--- config.mk ---
export PLATFORM = sky130hd
export DESIGN_NAME = maxpool2x2_stream_flat
export DESIGN_NICKNAME = d
export VERILOG_FILES = /design/src/rtl/maxpool2x2_stream_if.sv /design/src/rtl/maxpool2x2_stream.sv /design/src/flat_wrapper.sv
export SDC_FILE = /design/constraint.sdc
export NUM_CORES = 1
export LEC_CHECK = 0
export ABC_AREA = 1
export CAP_MARGIN = 20
export CORE_MARGIN = 10
export CORE_UTILIZATION = 35
export CTS_CLUSTER_SIZE = 16
export DETAILED_ROUTE_END_ITERATION = 10
export HOLD_SLACK_MARGIN = 0.1
export PLACE_DENSITY = 0.49
export SYNTH_ARGS = -nofsm -noshare
export SYNTH_HDL_FRONTEND = slang
export SYNTH_SLANG_ARGS = --single-unit
--- constraint.sdc ---
create_clock -name clk -period 9.3 [get_ports clk]
set_input_delay 1.86 -clock clk [delete_from_list [all_inputs] [get_ports clk]]
set_output_delay 1.86 -clock clk [all_outputs]
set_load 0.02 [all_outputs]
--- src/rtl/maxpool2x2_stream_if.sv ---
// Stream bundle for maxpool2x2_stream: conv-result input stream and pooled output stream.
// slave = pooling block side, master = producer/consumer side driving it.
interface maxpool2x2_stream_if #(
  parameter int W = 52
);
  logic [W-1:0] INPUT_TDATA;
  logic         INPUT_TVALID;
  logic         INPUT_TREADY;
  logic [W-1:0] OUTPUT_TDATA;
  logic         OUTPUT_TVALID;
  logic         OUTPUT_TLAST;
  logic         OUTPUT_TREADY;

  modport slave (
    input  INPUT_TDATA, INPUT_TVALID, OUTPUT_TREADY,
    output INPUT_TREADY, OUTPUT_TDATA, OUTPUT_TVALID, OUTPUT_TLAST
  );

  modport master (
    output INPUT_TDATA, INPUT_TVALID, OUTPUT_TREADY,
    input  INPUT_TREADY, OUTPUT_TDATA, OUTPUT_TVALID, OUTPUT_TLAST
  );
endinterface

--- src/rtl/maxpool2x2_stream.sv ---
// 2x2 stride-2 signed max pooling over a row-major stream, half-row line buffer of pair maxima.
// Optional MAXPOOL_RELU_EN clamps every emitted result to max(result, 0).
module maxpool2x2_stream #(
  parameter  int W    = 52,
  parameter  int MAXR = 9,
  parameter  int MAXC = 8,
  localparam int RW   = $clog2(MAXR+1),
  localparam int CW   = $clog2(MAXC+1)
) (
  input  logic          clk,
  input  logic          reset,
  input  logic [RW-1:0] CFG_ROWS,
  input  logic [CW-1:0] CFG_COLS,
  maxpool2x2_stream_if.slave s
);
  localparam int LBD = MAXC/2;
  localparam int LBW = (LBD > 1) ? $clog2(LBD) : 1;

  typedef enum logic [1:0] {IDLE, RUN, DRAIN} state_t;

  state_t               state_q, state_d;
  logic [RW-1:0]        r_q, r_d, rows_q, rows_d;
  logic [CW-1:0]        c_q, c_d, cols_q, cols_d;
  logic signed [W-1:0]  pmax_q, pmax_d;
  logic signed [W-1:0]  odata_q, odata_d;
  logic                 ovld_q, ovld_d, olast_q, olast_d;
  logic signed [W-1:0]  lb_q [LBD];

  logic                 in_rdy, acc, first, lb_we, row_end, frame_end;
  logic [RW-1:0]        rows_e, r_e, rows_ev;
  logic [CW-1:0]        cols_e, c_e, cols_ev;
  logic [LBW-1:0]       idx;
  logic signed [W-1:0]  x, pm2, win, win_o;

  function automatic logic signed [W-1:0] smax(input logic signed [W-1:0] a,
                                                input logic signed [W-1:0] b);
    return (a > b) ? a : b;
  endfunction

  assign in_rdy         = (state_q != DRAIN) && (!ovld_q || s.OUTPUT_TREADY);
  assign acc            = s.INPUT_TVALID && in_rdy;
  assign s.INPUT_TREADY = in_rdy;
  assign s.OUTPUT_TDATA = odata_q;
  assign s.OUTPUT_TVALID = ovld_q;
  assign s.OUTPUT_TLAST = olast_q;

  // In IDLE the arriving beat is position (0,0) of a frame sized by the live config.
  assign first   = (state_q == IDLE);
  assign rows_e  = first ? CFG_ROWS : rows_q;
  assign cols_e  = first ? CFG_COLS : cols_q;
  assign r_e     = first ? '0 : r_q;
  assign c_e     = first ? '0 : c_q;
  assign rows_ev = {rows_e[RW-1:1], 1'b0};
  assign cols_ev = {cols_e[CW-1:1], 1'b0};
  assign idx     = c_e[LBW:1];
  assign x       = s.INPUT_TDATA;
  assign pm2     = smax(pmax_q, x);
  assign win     = smax(lb_q[idx], pm2);

`ifdef MAXPOOL_RELU_EN
  assign win_o = win[W-1] ? '0 : win;
`else
  assign win_o = win;
`endif

  assign row_end   = (c_e == cols_e - CW'(1));
  assign frame_end = row_end && (r_e == rows_e - RW'(1));

  always_comb begin
    state_d = state_q;
    r_d     = r_q;
    c_d     = c_q;
    rows_d  = rows_q;
    cols_d  = cols_q;
    pmax_d  = pmax_q;
    odata_d = odata_q;
    ovld_d  = ovld_q;
    olast_d = olast_q;
    lb_we   = 1'b0;

    if (ovld_q && s.OUTPUT_TREADY) begin
      ovld_d  = 1'b0;
      olast_d = 1'b0;
    end

    if (acc) begin
      rows_d = rows_e;
      cols_d = cols_e;
      if (!c_e[0]) pmax_d = x;
      // Trailing odd column/row beats fall through here and are dropped.
      if (c_e[0] && (c_e < cols_ev)) begin
        if (!r_e[0] && (r_e < rows_ev)) begin
          lb_we = 1'b1;
        end else if (r_e[0]) begin
          odata_d = win_o;
          ovld_d  = 1'b1;
          olast_d = (r_e == rows_ev - RW'(1)) && (c_e == cols_ev - CW'(1));
        end
      end
      if (row_end) begin
        c_d = '0;
        r_d = frame_end ? '0 : r_e + RW'(1);
      end else begin
        c_d = c_e + CW'(1);
        r_d = r_e;
      end
      if (frame_end) state_d = ovld_d ? DRAIN : IDLE;
      else           state_d = RUN;
    end else if (state_q == DRAIN && s.OUTPUT_TREADY) begin
      state_d = IDLE;
    end
  end

  always_ff @(posedge clk) begin
    if (reset) begin
      state_q <= IDLE;
      r_q     <= '0;
      c_q     <= '0;
      rows_q  <= '0;
      cols_q  <= '0;
      pmax_q  <= '0;
      odata_q <= '0;
      ovld_q  <= 1'b0;
      olast_q <= 1'b0;
    end else begin
      state_q <= state_d;
      r_q     <= r_d;
      c_q     <= c_d;
      rows_q  <= rows_d;
      cols_q  <= cols_d;
      pmax_q  <= pmax_d;
      odata_q <= odata_d;
      ovld_q  <= ovld_d;
      olast_q <= olast_d;
    end
  end

  // Line buffer holds even-row pair maxima; contents are not reset.
  always_ff @(posedge clk) begin
    if (lb_we) lb_q[idx] <= pm2;
  end
endmodule
--- src/flat_wrapper.sv ---
// flat-port wrapper written by rule: the top's interface ports become plain ports
module maxpool2x2_stream_flat 
#(
  parameter  int W    = 52,
  parameter  int MAXR = 9,
  parameter  int MAXC = 8,
  localparam int RW   = $clog2(MAXR+1),
  localparam int CW   = $clog2(MAXC+1)
)
  (clk, reset, CFG_ROWS, CFG_COLS, s_INPUT_TDATA, s_INPUT_TVALID, s_OUTPUT_TREADY, s_INPUT_TREADY, s_OUTPUT_TDATA, s_OUTPUT_TVALID, s_OUTPUT_TLAST);
  maxpool2x2_stream_if #(.W(W)) s_i ();
  input  logic clk;
  input  logic reset;
  input  logic [RW-1:0] CFG_ROWS;
  input  logic [CW-1:0] CFG_COLS;
  input wire logic [$bits(s_i.INPUT_TDATA)-1:0] s_INPUT_TDATA;
  input wire logic [$bits(s_i.INPUT_TVALID)-1:0] s_INPUT_TVALID;
  input wire logic [$bits(s_i.OUTPUT_TREADY)-1:0] s_OUTPUT_TREADY;
  output wire logic [$bits(s_i.INPUT_TREADY)-1:0] s_INPUT_TREADY;
  output wire logic [$bits(s_i.OUTPUT_TDATA)-1:0] s_OUTPUT_TDATA;
  output wire logic [$bits(s_i.OUTPUT_TVALID)-1:0] s_OUTPUT_TVALID;
  output wire logic [$bits(s_i.OUTPUT_TLAST)-1:0] s_OUTPUT_TLAST;
  assign s_i.INPUT_TDATA = s_INPUT_TDATA;
  assign s_i.INPUT_TVALID = s_INPUT_TVALID;
  assign s_i.OUTPUT_TREADY = s_OUTPUT_TREADY;
  assign s_INPUT_TREADY = s_i.INPUT_TREADY;
  assign s_OUTPUT_TDATA = s_i.OUTPUT_TDATA;
  assign s_OUTPUT_TVALID = s_i.OUTPUT_TVALID;
  assign s_OUTPUT_TLAST = s_i.OUTPUT_TLAST;
  maxpool2x2_stream #(.W(W), .MAXR(MAXR), .MAXC(MAXC)) u_core (.clk(clk), .reset(reset), .CFG_ROWS(CFG_ROWS), .CFG_COLS(CFG_COLS), .s(s_i));
endmodule
==> results of run 1 <==
[tightest hold or removal path: cells and delay by family (launching register included)]
family                 cells  cell delay [ns]
buffers and inverters      1             0.06
AO/OA/AOI/OAI              1             0.05
flip-flops                 1             0.29
[state kept, by name, summed over array words and instances, names as in the netlist]
name and cells:
u_core.lb_q 208, u_core.pmax_q 52, u_core.s.OUTPUT_TDATA 52, u_core.c_q 4, u_core.cols_q 4, u_core.r_q 4
u_core.rows_q 4, u_core.state_q 2, u_core.s.OUTPUT_TLAST 1, u_core.s.OUTPUT_TVALID 1
[routing by layer]
layer | global-route usage | share of wire | vias up
met1 | 0.2150 | 0.47 | 6216
met3 | 0.03285 | 0.050 | 53
met4 | 0.03903 | 0.016 | 0
met2 | 0.2787 | 0.47 | 248
met5 | 0 | 0 | -
li1 | - | - | 6510
[cell usage in the layout (no fill, tap or decap), types with 5 or more instances in the layout]
cell type / n
dfxtp_1: 124
inv_1: 175
o21ai_0: 74
clkbuf_8: 6
nor2_4: 7
inv_2: 5
nand3_1: 140
a22oi_1: 86
edfxtp_1: 208
a21oi_1: 167
nor3_1: 5
buf_4: 19
nand4_1: 11
clkdlybuf4s50_1: 117
clkinv_2: 9
ha_1: 118
clkbuf_1: 8
xor2_1: 12
nand2_1: 439
nor2_1: 153
clkbuf_16: 41
[logic make-up after synthesis]
kind of cell	count (synthesis)
AND/OR/NAND/NOR	776
flip-flops	332
XOR/XNOR	14
AO/OA/AOI/OAI	347
buffers and inverters	265
adder cells (fa/ha/maj)	118
[cells in the mapped netlist (all sizes together), types with 2 or more instances]
cell    count
edfxtp    208
xor2       12
ha        118
o21bai      2
clkbuf     34
nand4      11
buf        51
a21oi     167
o21a        3
nand3     144
dfxtp     124
xnor2       2
nor2      163
a21o        4
nor3        9
o21ai      79
nand2     444
inv       180
a22oi      86
[path summary, 6_finish.rpt]
check,from,end,slack (ns),cells after the start
max,s_INPUT_TDATA[51],u_core.s.OUTPUT_TDATA[16],1.87,30
min,u_core.rows_q[3],u_core.rows_q[3],0.45,2
max reg2reg,u_core.pmax_q[51],u_core.s.OUTPUT_TDATA[16],3.49,28
min reg2reg,u_core.rows_q[3],u_core.rows_q[3],0.45,2
[through the flow]
step	power [mW]	cell area (sq um)	util	setup WS, ns
after global routing	4.011	19710	0.4206	1.341
after global placement	2.306	18410	0.3929	1.409
final	3.825	19710	0.4206	1.870
after CTS	3.867	19690	0.4203	1.944
after floorplan	2.126	16660	-	2.168
after detailed placement	2.312	18410	0.3929	1.386
[power by group through the flow]
stage                     sequential, mW  clock, mW  combinational (mW)
after floorplan                     1.67          0               0.455
after global placement              1.68          0               0.631
after detailed placement            1.68          0               0.636
after CTS                           1.64       1.58               0.640
after global routing                1.65       1.63               0.731
final                               1.65       1.54               0.638
[final cells by class]
class | count | area [sq um] | share of cell area
clock buffer | 54 | 1125 | 0.05708
clock inverter | 17 | 157.7 | 0.008001
inverter | 180 | 675.6 | 0.03429
multi-input combinational | 1255 | 6907 | 0.3505
sequential | 332 | 8728 | 0.4429
tap | 607 | 759.5 | 0.03854
timing repair buffer | 139 | 1353 | 0.06864
==> run metrics, run 1 <==
status completed; post-synth top area share 0.3749; grt total ovfl 0; Vias 13030; post-CTS setup buffer count 0; TritonCTS clock tree yes; Worst Path Required 9.70 ns; CP max FO 54; Slew @ Worst Pin 1.007 ns; CTS clock-pin slew for the worst setup and hold paths approximately 0.060 ns; total CTS buffers 39; Final HPWL DP around 30000 um; Max-slew headroom 0.3268; min-delay worst type register to register; Yosys reg bits around 330; RSZ-0062 raised after global routing false; wire length per cell 18.45 um; DRT Wirelength 47670 um; post-synthesis mux area share 0; crit path kind primary input to register; post-synthesis adder-cell area fraction 0.08862; FP Rows 79; Max Transition Viols Final 0; final setup TNS 0 ns; fmax between 0.1 and 0.15 GHz; period utilization 0.7989; Total GRT Usage 0.1656; slowest cell delay on critical path 0.55 ns; Power per Cell Area 194.1 nW/um^2; Clock Latency Late Sink around 0.56 ns; Sw Ratio 0.2777; Min Hold Slack 0.4533 ns; sequential power share 0.430; Starting Density 0.3556; Synth Area per Inst 8.996 sq um; Max Buffers Root-to-Sink 3; CP dominant cell by count nand2_1; Power Internal between 2 and 3 mW; simple-gate share of the synthesized area 0.1932; synth top area cells edfxtp_1 37%, dfxtp_1 15%, nand2_1 9.9%; Post-synth EDFFs between 200 and 250; Worst setup EP type register; Seq/Total Area, Yosys 0.5239; # H-tree levels 2; final setup fails 0; synth warn 0; gp weighted congestion 0.7584; Area Growth Syn to Fin 18.28%; first-pass GRT wire length 73860 um; Pre-Repair DR Iteration Count 5; post-CTS resize count 0; Clock Skew 0.01957 ns; core area 46850 sq um; die height 238.2 um; Initial DRC Count between 800 and 900; Synth area leader edfxtp_1; Final ANT Viol Nets 0; ratio of cells with drive above 1 in the final layout 0.05716; Clock Power Share 0.403; Post-Syn Area 16660 sq um; Syn Nets 2034; Via density 5.041; IO Count 119; Final #Nets 2129; async set-or-reset flop fraction in the synthesized netlist 0; Cells after DPL 2512; Worst EP arrival 7.83 ns; Layout Cells excl Fill 2584; hold buffer count at CTS 0; DIE AREA 56720 sq um; LEAKAGE ~8.0 nW; Antenna diodes 0; NetSw 1.062 mW; largest net degree at the start of global routing 74; port buffer count 118; CTS sink cnt 332; Logic pwr share 0.167; fillers 4680; predominant post-synthesis flop cell edfxtp_1; worst path bufs/invs 6; main combinational cell family by area after synthesis simple AND/OR/NAND/NOR gates; root buffer cell clkbuf_16; Crit-path slowest cell clkdlybuf4s50_1; Yosys cell types 41; vias in the first global route approximately 13000; initial antenna violation count 0; drt drc 0; die width around 240 um; Compound-Gate Fraction of Synth Area 0.1208; CP startpoint kind primary input; Worst path top cell family by delay simple AND/OR/NAND/NOR gates; Mapped Cells ~1900; MaxCap Viol Count 0; Max VDD drop 98.15 uV; final hold vios 0; Tmin final 7.430 ns; Post-Synth XOR/XNOR Area 0.007360
(Power assumes the default switching activity.)
==> inputs of run 2 (changes only) <==
PLACE_DENSITY = 0.51   (was 0.49)
clock period = 6.5 ns   (was 9.3 ns; I/O delays follow)
==> run 2 against run 1 <==
Compared with the run above:
- critical path type unchanged
- design area is 3.7% higher
- largest power group unchanged
- clock skew is 0.0084 ns lower
- largest cell class unchanged
- critical endpoint is now u_core.s.OUTPUT_TDATA[12]
- non-clock buffer count is 94 higher
- sequential power is 43% higher
- setup slack worse by 1.3 ns
==> run metrics, run 2 (synthesis results as in run 1) <==
Max VDD drop 141.7 uV (+44%); ratio of cells with drive above 1 in the final layout 0.09749 (+0.04033); CP dominant cell by count nand2_1; CTS clock-pin slew for the worst setup and hold paths 0.06 ns (about the same); Antenna diodes 0 (unchanged); most common cell after layout, fill and taps aside nand2_1; final setup fails 0 (unchanged); Clock Latency Late Sink 0.55 ns (about the same); fillers 4589 (-1.9%); period utilization 0.9101; final setup TNS 0 ns (unchanged); cells on worst reg2reg path 30 (+7.1%); max reg flops 208 (unchanged); hold buffer count at CTS 0 (unchanged); crit path kind primary input to register; hold endpoint u_core.rows_q[3]; wire length per cell 17.99 um (-2.5%); Max Transition Viols Final 0 (unchanged); most frequent cells in the layout 439 x nand2_1, 208 x edfxtp_1, 175 x inv_1; Initial DRC Count 772 (-13%); Min Hold Slack 0.4563 ns (+0.002967 ns); first-pass GRT wire length 75710 um (+2.5%); Worst Path Required 6.91 ns (-2.79 ns); Pre-Repair DR Iteration Count 5 (unchanged); Max Buffers Root-to-Sink 3 (unchanged); largest register by flop count u_core.lb_q; LEAKAGE 8.456 nW (+5.7%); CTS sink cnt 332 (unchanged); Area Growth Syn to Fin 22.67%; post-CTS resize count 0 (unchanged); grt total ovfl 0 (unchanged); Worst EP arrival 6.32 ns (-1.51 ns); start of the worst register-to-register path u_core.pmax_q[23]; Worst setup EP type register; Tmin final 5.916 ns; worst hold path startpoint u_core.rows_q[3]; Final HPWL DP 32460 um (+9.5%); # H-tree levels 2 (unchanged); CP max FO 31 (-43%); DIE AREA 56720 sq um (unchanged); core area 46850 sq um (unchanged); IO Count 119 (unchanged); drt drc 0 (unchanged); setup ws final 0.5842 ns (-1.286 ns); Vias 13350 (+2.4%); Cells after DPL 2607 (+3.8%); Power per Cell Area 269.9 nW/um^2 (+39%); slowest cell delay on critical path 0.57 ns (+0.02 ns); CP startpoint kind primary input; status completed; final hold vios 0 (unchanged); TritonCTS clock tree yes; RSZ-0062 raised after global routing false; Max-slew headroom 0.4340 (+0.1072); Crit-path slowest cell clkdlybuf4s50_1; port buffer count 118 (unchanged); initial antenna violation count 0 (unchanged); FP Rows 79 (unchanged); Final ANT Viol Nets 0 (unchanged); min-delay worst type register to register; Starting Density 0.3556 (unchanged); Layout Cells excl Fill 2679 (+3.7%); Clock Skew 0.01114 ns (-0.008423 ns); DRT Wirelength 48190 um (+1.1%); die height 238.2 um (unchanged); gp weighted congestion 0.8040 (+6.0%); fmax 0.1690 GHz; die width 238.2 um (unchanged); root buffer cell clkbuf_16; Slew @ Worst Pin 0.8481 ns (-0.1593 ns); post-CTS setup buffer count 0 (unchanged); Final #Nets 2224 (+4.5%); Total GRT Usage 0.1691 (+0.003475); reg2reg setup slack 1.59 ns (-1.90 ns); hold path depth 2 (unchanged); MaxCap Viol Count 0 (unchanged); total CTS buffers 40 (+2.6%); DP Worst Slack 0.03034 ns (-1.355 ns); largest net degree at the start of global routing 54 (-27%); vias in the first global route 13330 (+3.0%); Via density 4.982 (-1.2%); worst r2r dst u_core.s.OUTPUT_TDATA[12]
## run 2: changes by cell type in the layout (fill, tap and decap cells not counted)
cell,previous run,this run
buf_4,19,105
clkinvlp_4,1,0
buf_12,1,10
clkbuf_8,6,2
clkinv_1,4,7
clkinv_2,9,10
bufinv_16,3,1
clkbuf_1,8,11
## run 2: worst max-delay path: cells and delay by family
family	cells	cell delay, ns
and+or+nand+nor	21	2.70
buffers and inverters	7	1.39
adders and majority gates	2	0.68
AOI/OAI and AO/OA	2	0.22
## run 2: layer usage
layer,track usage,wire length (um),vias to the layer above
met3,0.03147,2294,54
met4,0.03495,734,0
met5,0,0,-
met2,0.2867,23010,269
met1,0.2208,22160,6328
li1,-,-,6695
## run 2: area by class of cell
type | instances | area, sq um | share of cell area
flip-flops and latches | 332 | 8728 | 0.4271
multi-input cells | 1255 | 6907 | 0.3380
repair buffers | 233 | 2165 | 0.1059
clock buffers | 54 | 1095 | 0.05357
well taps | 607 | 759.5 | 0.03716
inverters | 180 | 675.6 | 0.03306
clock inverters | 18 | 106.4 | 0.005204
## run 2: how the worst max path moves through the flow
stage                                 start                   endpoint  slack [ns]
after global routing      s_INPUT_TDATA[19]   u_core.s.OUTPUT_TDATA[4]        0.11
after floorplan                 CFG_COLS[2]          u_core.lb_q[2][0]       -0.07
after CTS                 s_INPUT_TDATA[23]   u_core.s.OUTPUT_TDATA[0]        0.57
after global placement    s_INPUT_TDATA[23]   u_core.s.OUTPUT_TDATA[8]        0.04
final                     s_INPUT_TDATA[19]  u_core.s.OUTPUT_TDATA[12]        0.58
after detailed placement  s_INPUT_TDATA[23]  u_core.s.OUTPUT_TDATA[12]        0.03
## run 2: where the power goes
| part | leakage [nW] | internal (mW) | total [mW] | switching [mW] |
|---|---|---|---|---|
| clock network | 0.597 | 1.22 | 2.08 | 0.866 |
| logic | 4.96 | 0.437 | 1.08 | 0.643 |
| registers | 2.90 | 2.33 | 2.36 | 0.0258 |
## run 2: stage by stage
stage / cell area (sq um) / utilization / power (mW)
after floorplan: 16660 / - / 3.042
after global placement: 19230 / 0.4105 / 3.468
after detailed placement: 19230 / 0.4105 / 3.481
after CTS: 20440 / 0.4362 / 5.584
after global routing: 20440 / 0.4362 / 5.798
final: 20440 / 0.4362 / 5.516
